`src/rtl/mem_bus_arbiter_pkg.sv`:
```
// mem_bus_arbiter_pkg
//   Shared definitions for the I/D memory bus arbiter: owner encoding,
//   FSM state type and the default read data returned on a timed-out
//   transaction.
package mem_bus_arbiter_pkg;

  // Owner encoding on oOwner
  localparam logic OWN_I = 1'b0;
  localparam logic OWN_D = 1'b1;

  typedef enum logic [1:0] {
    IDLE = 2'd0,
    BUSY = 2'd1,
    RESP = 2'd2
  } arb_state_e;

  localparam logic [31:0] ERR_DATA_DEFAULT = 32'hDEADBEEF;

endpackage

```
`src/rtl/mem_bus_arbiter_timeout.sv`:
```
// bus_timeout_counter
//   Counts cycles while enabled and flags the cycle in which the count
//   reaches limit-1, i.e. the last cycle allowed before an abort.
//   A limit of 0 never expires.
// Ports:
//   clk, rst_n  clock / async active-low reset
//   clear       synchronous clear of the count (wins over enable)
//   enable      count this cycle; expired is only asserted while enabled
//   limit       number of enabled cycles allowed (0 = unlimited)
//   expired     combinational: enabled and count == limit-1
module bus_timeout_counter #(
  parameter int TIMEOUT = 255,
  parameter int CW      = (TIMEOUT > 0) ? $clog2(TIMEOUT + 1) : 1
) (
  input  logic          clk,
  input  logic          rst_n,
  input  logic          clear,
  input  logic          enable,
  input  logic [CW-1:0] limit,
  output logic          expired
);

  localparam logic [CW-1:0] ONE = CW'(1);

  logic [CW-1:0] cnt_q, cnt_d;

  always_comb begin
    cnt_d = cnt_q;
    if (clear)       cnt_d = '0;
    else if (enable) cnt_d = cnt_q + ONE;
  end

  always_ff @(posedge clk or negedge rst_n) begin
    if (!rst_n) cnt_q <= '0;
    else        cnt_q <= cnt_d;
  end

  assign expired = enable && (limit != '0) && (cnt_q == limit - ONE);

endmodule

```
`src/rtl/mem_bus_arbiter.sv`:
```
// mem_bus_arbiter
//   Shares one memory port between the instruction-fetch (I) and data (D)
//   requesters. The winning request is latched onto oMem*, held through
//   BUSY until iMemAck (or a timeout abort), then the owner gets a single
//   cycle ack in RESP with its read data.
// Ports:
//   iCLK, iRST_N                     clock / async active-low reset
//   iIReq..iIBE, oIAck, oIRData      instruction requester
//   iDReq..iDBE, oDAck, oDRData      data requester
//   oMemReq..oMemBE, iMemAck/RData   shared memory port
//   oBusy, oOwner                    status (oOwner: 0 = I, 1 = D)
//   oTimeout, iClrErr                sticky abort flag and its clear
// Configuration:
//   ARB_ROUND_ROBIN_EN  defined: ties go to the requester not granted last.
//                       undefined: D wins ties.
module mem_bus_arbiter
  import mem_bus_arbiter_pkg::*;
#(
  parameter int                ADDR_W   = 32,
  parameter int                DATA_W   = 32,
  parameter int                TIMEOUT  = 255,
  parameter logic [DATA_W-1:0] ERR_DATA = DATA_W'(ERR_DATA_DEFAULT)
) (
  input  logic                iCLK,
  input  logic                iRST_N,
  input  logic                iIReq,
  input  logic                iIWrite,
  input  logic [ADDR_W-1:0]   iIAddr,
  input  logic [DATA_W-1:0]   iIWData,
  input  logic [DATA_W/8-1:0] iIBE,
  output logic                oIAck,
  output logic [DATA_W-1:0]   oIRData,
  input  logic                iDReq,
  input  logic                iDWrite,
  input  logic [ADDR_W-1:0]   iDAddr,
  input  logic [DATA_W-1:0]   iDWData,
  input  logic [DATA_W/8-1:0] iDBE,
  output logic                oDAck,
  output logic [DATA_W-1:0]   oDRData,
  output logic                oMemReq,
  output logic                oMemWrite,
  output logic [ADDR_W-1:0]   oMemAddr,
  output logic [DATA_W-1:0]   oMemWData,
  output logic [DATA_W/8-1:0] oMemBE,
  input  logic                iMemAck,
  input  logic [DATA_W-1:0]   iMemRData,
  output logic                oBusy,
  output logic                oOwner,
  output logic                oTimeout,
  input  logic                iClrErr
);

  localparam int BE_W = DATA_W / 8;
  localparam int CW   = (TIMEOUT > 0) ? $clog2(TIMEOUT + 1) : 1;
  localparam logic [CW-1:0] LIMIT = CW'(TIMEOUT);

  arb_state_e        state_q, state_d;
  logic              owner_q, owner_d;
  logic              mem_write_q, mem_write_d;
  logic [ADDR_W-1:0] mem_addr_q, mem_addr_d;
  logic [DATA_W-1:0] mem_wdata_q, mem_wdata_d;
  logic [BE_W-1:0]   mem_be_q, mem_be_d;
  logic [DATA_W-1:0] i_rdata_q, i_rdata_d;
  logic [DATA_W-1:0] d_rdata_q, d_rdata_d;
  logic              timeout_q, timeout_d;
  logic              timeout_set;
  logic              grant_d;
  logic              cnt_clear, cnt_en, expired;

  // Winner on this edge: 1 = D. owner_q doubles as the last-granted
  // register for round robin, so a tie after reset goes to D.
  always_comb begin
`ifdef ARB_ROUND_ROBIN_EN
    if (iIReq && iDReq) grant_d = ~owner_q;
    else                grant_d = iDReq;
`else
    grant_d = iDReq;
`endif
  end

  always_comb begin
    state_d     = state_q;
    owner_d     = owner_q;
    mem_write_d = mem_write_q;
    mem_addr_d  = mem_addr_q;
    mem_wdata_d = mem_wdata_q;
    mem_be_d    = mem_be_q;
    i_rdata_d   = i_rdata_q;
    d_rdata_d   = d_rdata_q;
    timeout_set = 1'b0;
    cnt_clear   = 1'b0;
    cnt_en      = 1'b0;
    case (state_q)
      IDLE: begin
        if (iIReq || iDReq) begin
          owner_d     = grant_d;
          mem_write_d = grant_d ? iDWrite : iIWrite;
          mem_addr_d  = grant_d ? iDAddr  : iIAddr;
          mem_wdata_d = grant_d ? iDWData : iIWData;
          mem_be_d    = grant_d ? iDBE    : iIBE;
          cnt_clear   = 1'b1;
          state_d     = BUSY;
        end
      end
      BUSY: begin
        cnt_en = 1'b1;
        // Ack is checked first so it wins over a coincident timeout.
        if (iMemAck) begin
          if (owner_q == OWN_D) d_rdata_d = iMemRData;
          else                  i_rdata_d = iMemRData;
          state_d = RESP;
        end else if (expired) begin
          if (owner_q == OWN_D) d_rdata_d = ERR_DATA;
          else                  i_rdata_d = ERR_DATA;
          timeout_set = 1'b1;
          state_d     = RESP;
        end
      end
      RESP:    state_d = IDLE;
      default: state_d = IDLE;
    endcase
    // A new abort beats a clear on the same edge.
    if (timeout_set)  timeout_d = 1'b1;
    else if (iClrErr) timeout_d = 1'b0;
    else              timeout_d = timeout_q;
  end

  always_ff @(posedge iCLK or negedge iRST_N) begin
    if (!iRST_N) begin
      state_q     <= IDLE;
      owner_q     <= OWN_I;
      mem_write_q <= 1'b0;
      mem_addr_q  <= '0;
      mem_wdata_q <= '0;
      mem_be_q    <= '0;
      i_rdata_q   <= '0;
      d_rdata_q   <= '0;
      timeout_q   <= 1'b0;
    end else begin
      state_q     <= state_d;
      owner_q     <= owner_d;
      mem_write_q <= mem_write_d;
      mem_addr_q  <= mem_addr_d;
      mem_wdata_q <= mem_wdata_d;
      mem_be_q    <= mem_be_d;
      i_rdata_q   <= i_rdata_d;
      d_rdata_q   <= d_rdata_d;
      timeout_q   <= timeout_d;
    end
  end

  bus_timeout_counter #(
    .TIMEOUT (TIMEOUT),
    .CW      (CW)
  ) u_timeout (
    .clk     (iCLK),
    .rst_n   (iRST_N),
    .clear   (cnt_clear),
    .enable  (cnt_en),
    .limit   (LIMIT),
    .expired (expired)
  );

  // Outputs decode straight from flops; reset clears them asynchronously.
  assign oMemReq   = (state_q == BUSY);
  assign oBusy     = (state_q != IDLE);
  assign oIAck     = (state_q == RESP) && (owner_q == OWN_I);
  assign oDAck     = (state_q == RESP) && (owner_q == OWN_D);
  assign oIRData   = i_rdata_q;
  assign oDRData   = d_rdata_q;
  assign oMemWrite = mem_write_q;
  assign oMemAddr  = mem_addr_q;
  assign oMemWData = mem_wdata_q;
  assign oMemBE    = mem_be_q;
  assign oOwner    = owner_q;
  assign oTimeout  = timeout_q;

endmodule

```
`config.mk`:
```
export PLATFORM = sky130hd
export DESIGN_NAME = mem_bus_arbiter
export DESIGN_NICKNAME = d
export VERILOG_FILES = /design/src/rtl/mem_bus_arbiter_pkg.sv /design/src/rtl/mem_bus_arbiter_timeout.sv /design/src/rtl/mem_bus_arbiter.sv
export SDC_FILE = /design/constraint.sdc
export NUM_CORES = 1
export LEC_CHECK = 0
export ABC_AREA = 1
export BUFFER_PORTS_ARGS = -buffer_cell sky130_fd_sc_hd__buf_2
export CAP_MARGIN = 0
export CORE_MARGIN = 5
export CORE_UTILIZATION = 52
export CTS_BUF_LIST = sky130_fd_sc_hd__clkbuf_4
export DETAILED_ROUTE_END_ITERATION = 8
export PLACE_DENSITY = 0.89
export SYNTH_ARGS = -nofsm -noshare
export SYNTH_HDL_FRONTEND = slang
export SYNTH_SLANG_ARGS = --single-unit
```
`constraint.sdc`:
```
create_clock -name iCLK -period 4 [get_ports iCLK]
set_clock_uncertainty 0.05 [all_clocks]
set_input_delay 0.2 -clock iCLK [delete_from_list [all_inputs] [get_ports iCLK]]
set_output_delay 0.2 -clock iCLK [all_outputs]
set_load 0.03 [all_outputs]
```
==> results.tsv <==
metric	value	unit
status	complete, no violations	
clk slew on worst S/H paths	130	ps
final core utilization	81.8	%
RSZ-0062 raised after global routing	no	
Area Overhead vs Synth	53.1	%
commonest non-fill, non-tap cell in the layout	buf_2	
IO buf count	314	
register area	3630	um2
Post-Syn Nets	1029	
Buf/Inv on CP	3	
Setup Buffers After CTS	0	
CP Cell Sequence	buf_4 -> clkinv_1 -> nor3_1 -> buf_2	
# setup viols final	0	
layout cells sized above 1	29.1	%
Synth Register Bits	145	
Routed WL	28600	um
hpwl dp	14900	um
overall power	7.70	mW
CP max FO	36	
fin crit share	60.3	%
critical path type	register to output port	
Initial Util	53.4	%
DRT iter0 DRCs	962	
post-route ant nets	0	
GRT Total Usage	36.5	%
WL/cell	19.1	um
Final Slew Violations	0	
gp weighted congestion	0.884	
Gates resized, CTS repair	0	
pin count of the biggest net entering global routing	140	
cell count after synthesis	851	
Final Hold Viols	0	
Crit. End Element	output port	
vias per cell	5.61	
TritonCTS Buffers	17	
Synth cell types	26	
global-route wire length before repair	42700	um
syn_area_per_cell	7.95	um2
CP max-delay cell	clkinv_1	
Worst Hold Class	primary input to register	
Worst Path Required	3750	ps
minimum clock period after layout	2410	ps
io pins	315	
grt total ovfl	0	
Fmax achieved	0.415	GHz
Arrival @ worst endpoint	2160	ps
delay-heaviest family, CP	buffers and inverters	
H-tree depth	4	
Fillers	670	
P per Cell Area	743	nW/um2
Seq/Total Area, Yosys	53.6	%
core area	12700	um2
initial antenna violation count	1	
LEAKAGE	5.73	nW
die span in y	124	um
Max clock buf depth	2	
startpoint types	register	
worst slew pin tran	1180	ps
Die X-Extent	124	um
VDD IR max	0.000337	V
setup TNS	0	ps
slew margin rel.	21.2	%
worst skew pair latency	540	ps
clock sink total	145	
most frequent cells in the layout	buf_2, nand2_1, dlygate4sd3_1	
Worst Hold Slack	81.7	ps
Vias	8400	
synth warn	0	
CTS tree	yes	
die area	15400	um2
number of global-route vias before repair	8369	
Clk Tree Root Cell	clkbuf_4	
crit-path max cell delay	380	ps
Post-Syn Area	6770	um2
Final nets	1487	
1st-pass router iterations	8	
cell row count	41	
multi-input combinational cell area	2510	um2
drt drc	0	
Max Cap Violations	0	
worst reg2reg max path: stages (launching register included):
cell and delay (ps):
dfrtp_1 420, inv_1 120, ha_1 180, inv_1 40, nor2_1 90, nand2_1 90
a21oi_4 730, buf_4 400, nand3_1 130, nand2_1 90
cell usage after synthesis:
library cell / count / area, um2
a21oi_1: 2 / 10.0
a21oi_2: 1 / 8.76
a22o_1: 1 / 8.76
buf_2: 25 / 125
buf_4: 3 / 22.5
buf_6: 6 / 67.6
clkbuf_1: 19 / 71.3
clkinv_1: 1 / 3.75
dfrtp_1: 145 / 3630
ha_1: 2 / 25.0
inv_1: 91 / 342
inv_2: 2 / 7.51
nand2_1: 291 / 1090
nand2_2: 2 / 12.5
nand3_1: 68 / 340
nand3_2: 2 / 20.0
nand4_1: 2 / 12.5
nor2_1: 11 / 41.3
nor3_1: 2 / 10.0
nor3b_1: 1 / 7.51
o21ai_0: 130 / 651
o21ai_1: 16 / 80.1
o21ai_2: 1 / 8.76
o21bai_1: 2 / 15.0
o22ai_1: 1 / 6.26
or2_2: 24 / 150
kinds of logic after synthesis:
logic type | share of synthesized area [%]
flip-flops | 53.6
AND/OR/NAND/NOR | 24.9
buffers and inverters | 9.45
AO/OA/AOI/OAI | 11.6
adder cells (fa/ha/maj) | 0.370
per-layer routing:
layer  share of wire, %  track usage [%]
met3                 12             10.8
met2                 47             59.2
met5                  0                0
met4                7.9             25.7
met1                 33             41.4
area by class of cell:
type / count / share of cell area (%)
Antenna cell: 2 / 0.0483
Clock buffer: 17 / 1.23
Clock inverter: 15 / 1.55
Inverter: 94 / 3.41
Multi-Input combinational cell: 559 / 24.3
Sequential cell: 145 / 35.0
Tap cell: 172 / 2.08
Timing Repair Buffer: 492 / 32.4
flip-flops by register name, indices dropped and copies added, names as in the netlist:
signal and count:
oDRData 32, oIRData 32, oMemAddr 32, oMemBE 4, oMemWData 32, oMemWrite 1
oOwner 1, oTimeout 1, state_q 2, u_timeout.cnt_q 8
timing repair:
item	CTS	global route
hold buffers	171	0
setup endpoints to repair	0	0
endpoints found under the hold margin	205	0
stage by stage:
step	std cells	worst slack, ps	area (um2)
after floorplan	851	1970	6770
after global placement	1291	1720	8360
after detailed placement	1291	1620	8360
after CTS	1494	1600	10400
after global routing	1495	1400	10400
final	1496	1590	10400
worst paths after layout:
kind / end / from / cells after the start / slack, ps
min in group asynchronous: oDRData[19]$_DFFE_PN0P_ / iRST_N / 2 / 160
setup reg to reg: oIRData[17]$_DFFE_PN0P_ / u_timeout.cnt_q[0]$_DFFE_PN0P_ / 9 / 1620
max in group asynchronous: oMemAddr[22]$_DFFE_PN0P_ / iRST_N / 3 / 2790
setup / recovery: oDAck / oOwner$_DFFE_PN0P_ / 4 / 1590
hold / removal: oMemWData[10]$_DFFE_PN0P_ / iIWData[10] / 3 / 80
hold reg to reg: oDRData[11]$_DFFE_PN0P_ / oDRData[11]$_DFFE_PN0P_ / 2 / 440
where the power goes:
part	internal (mW)	switching (mW)	total [mW]	leakage (nW)
combinational	1.10	2.96	4.07	3.80
clock	0.338	0.637	0.976	0.152
sequential	2.17	0.486	2.66	1.79
Power figures use the tool's default switching activity.
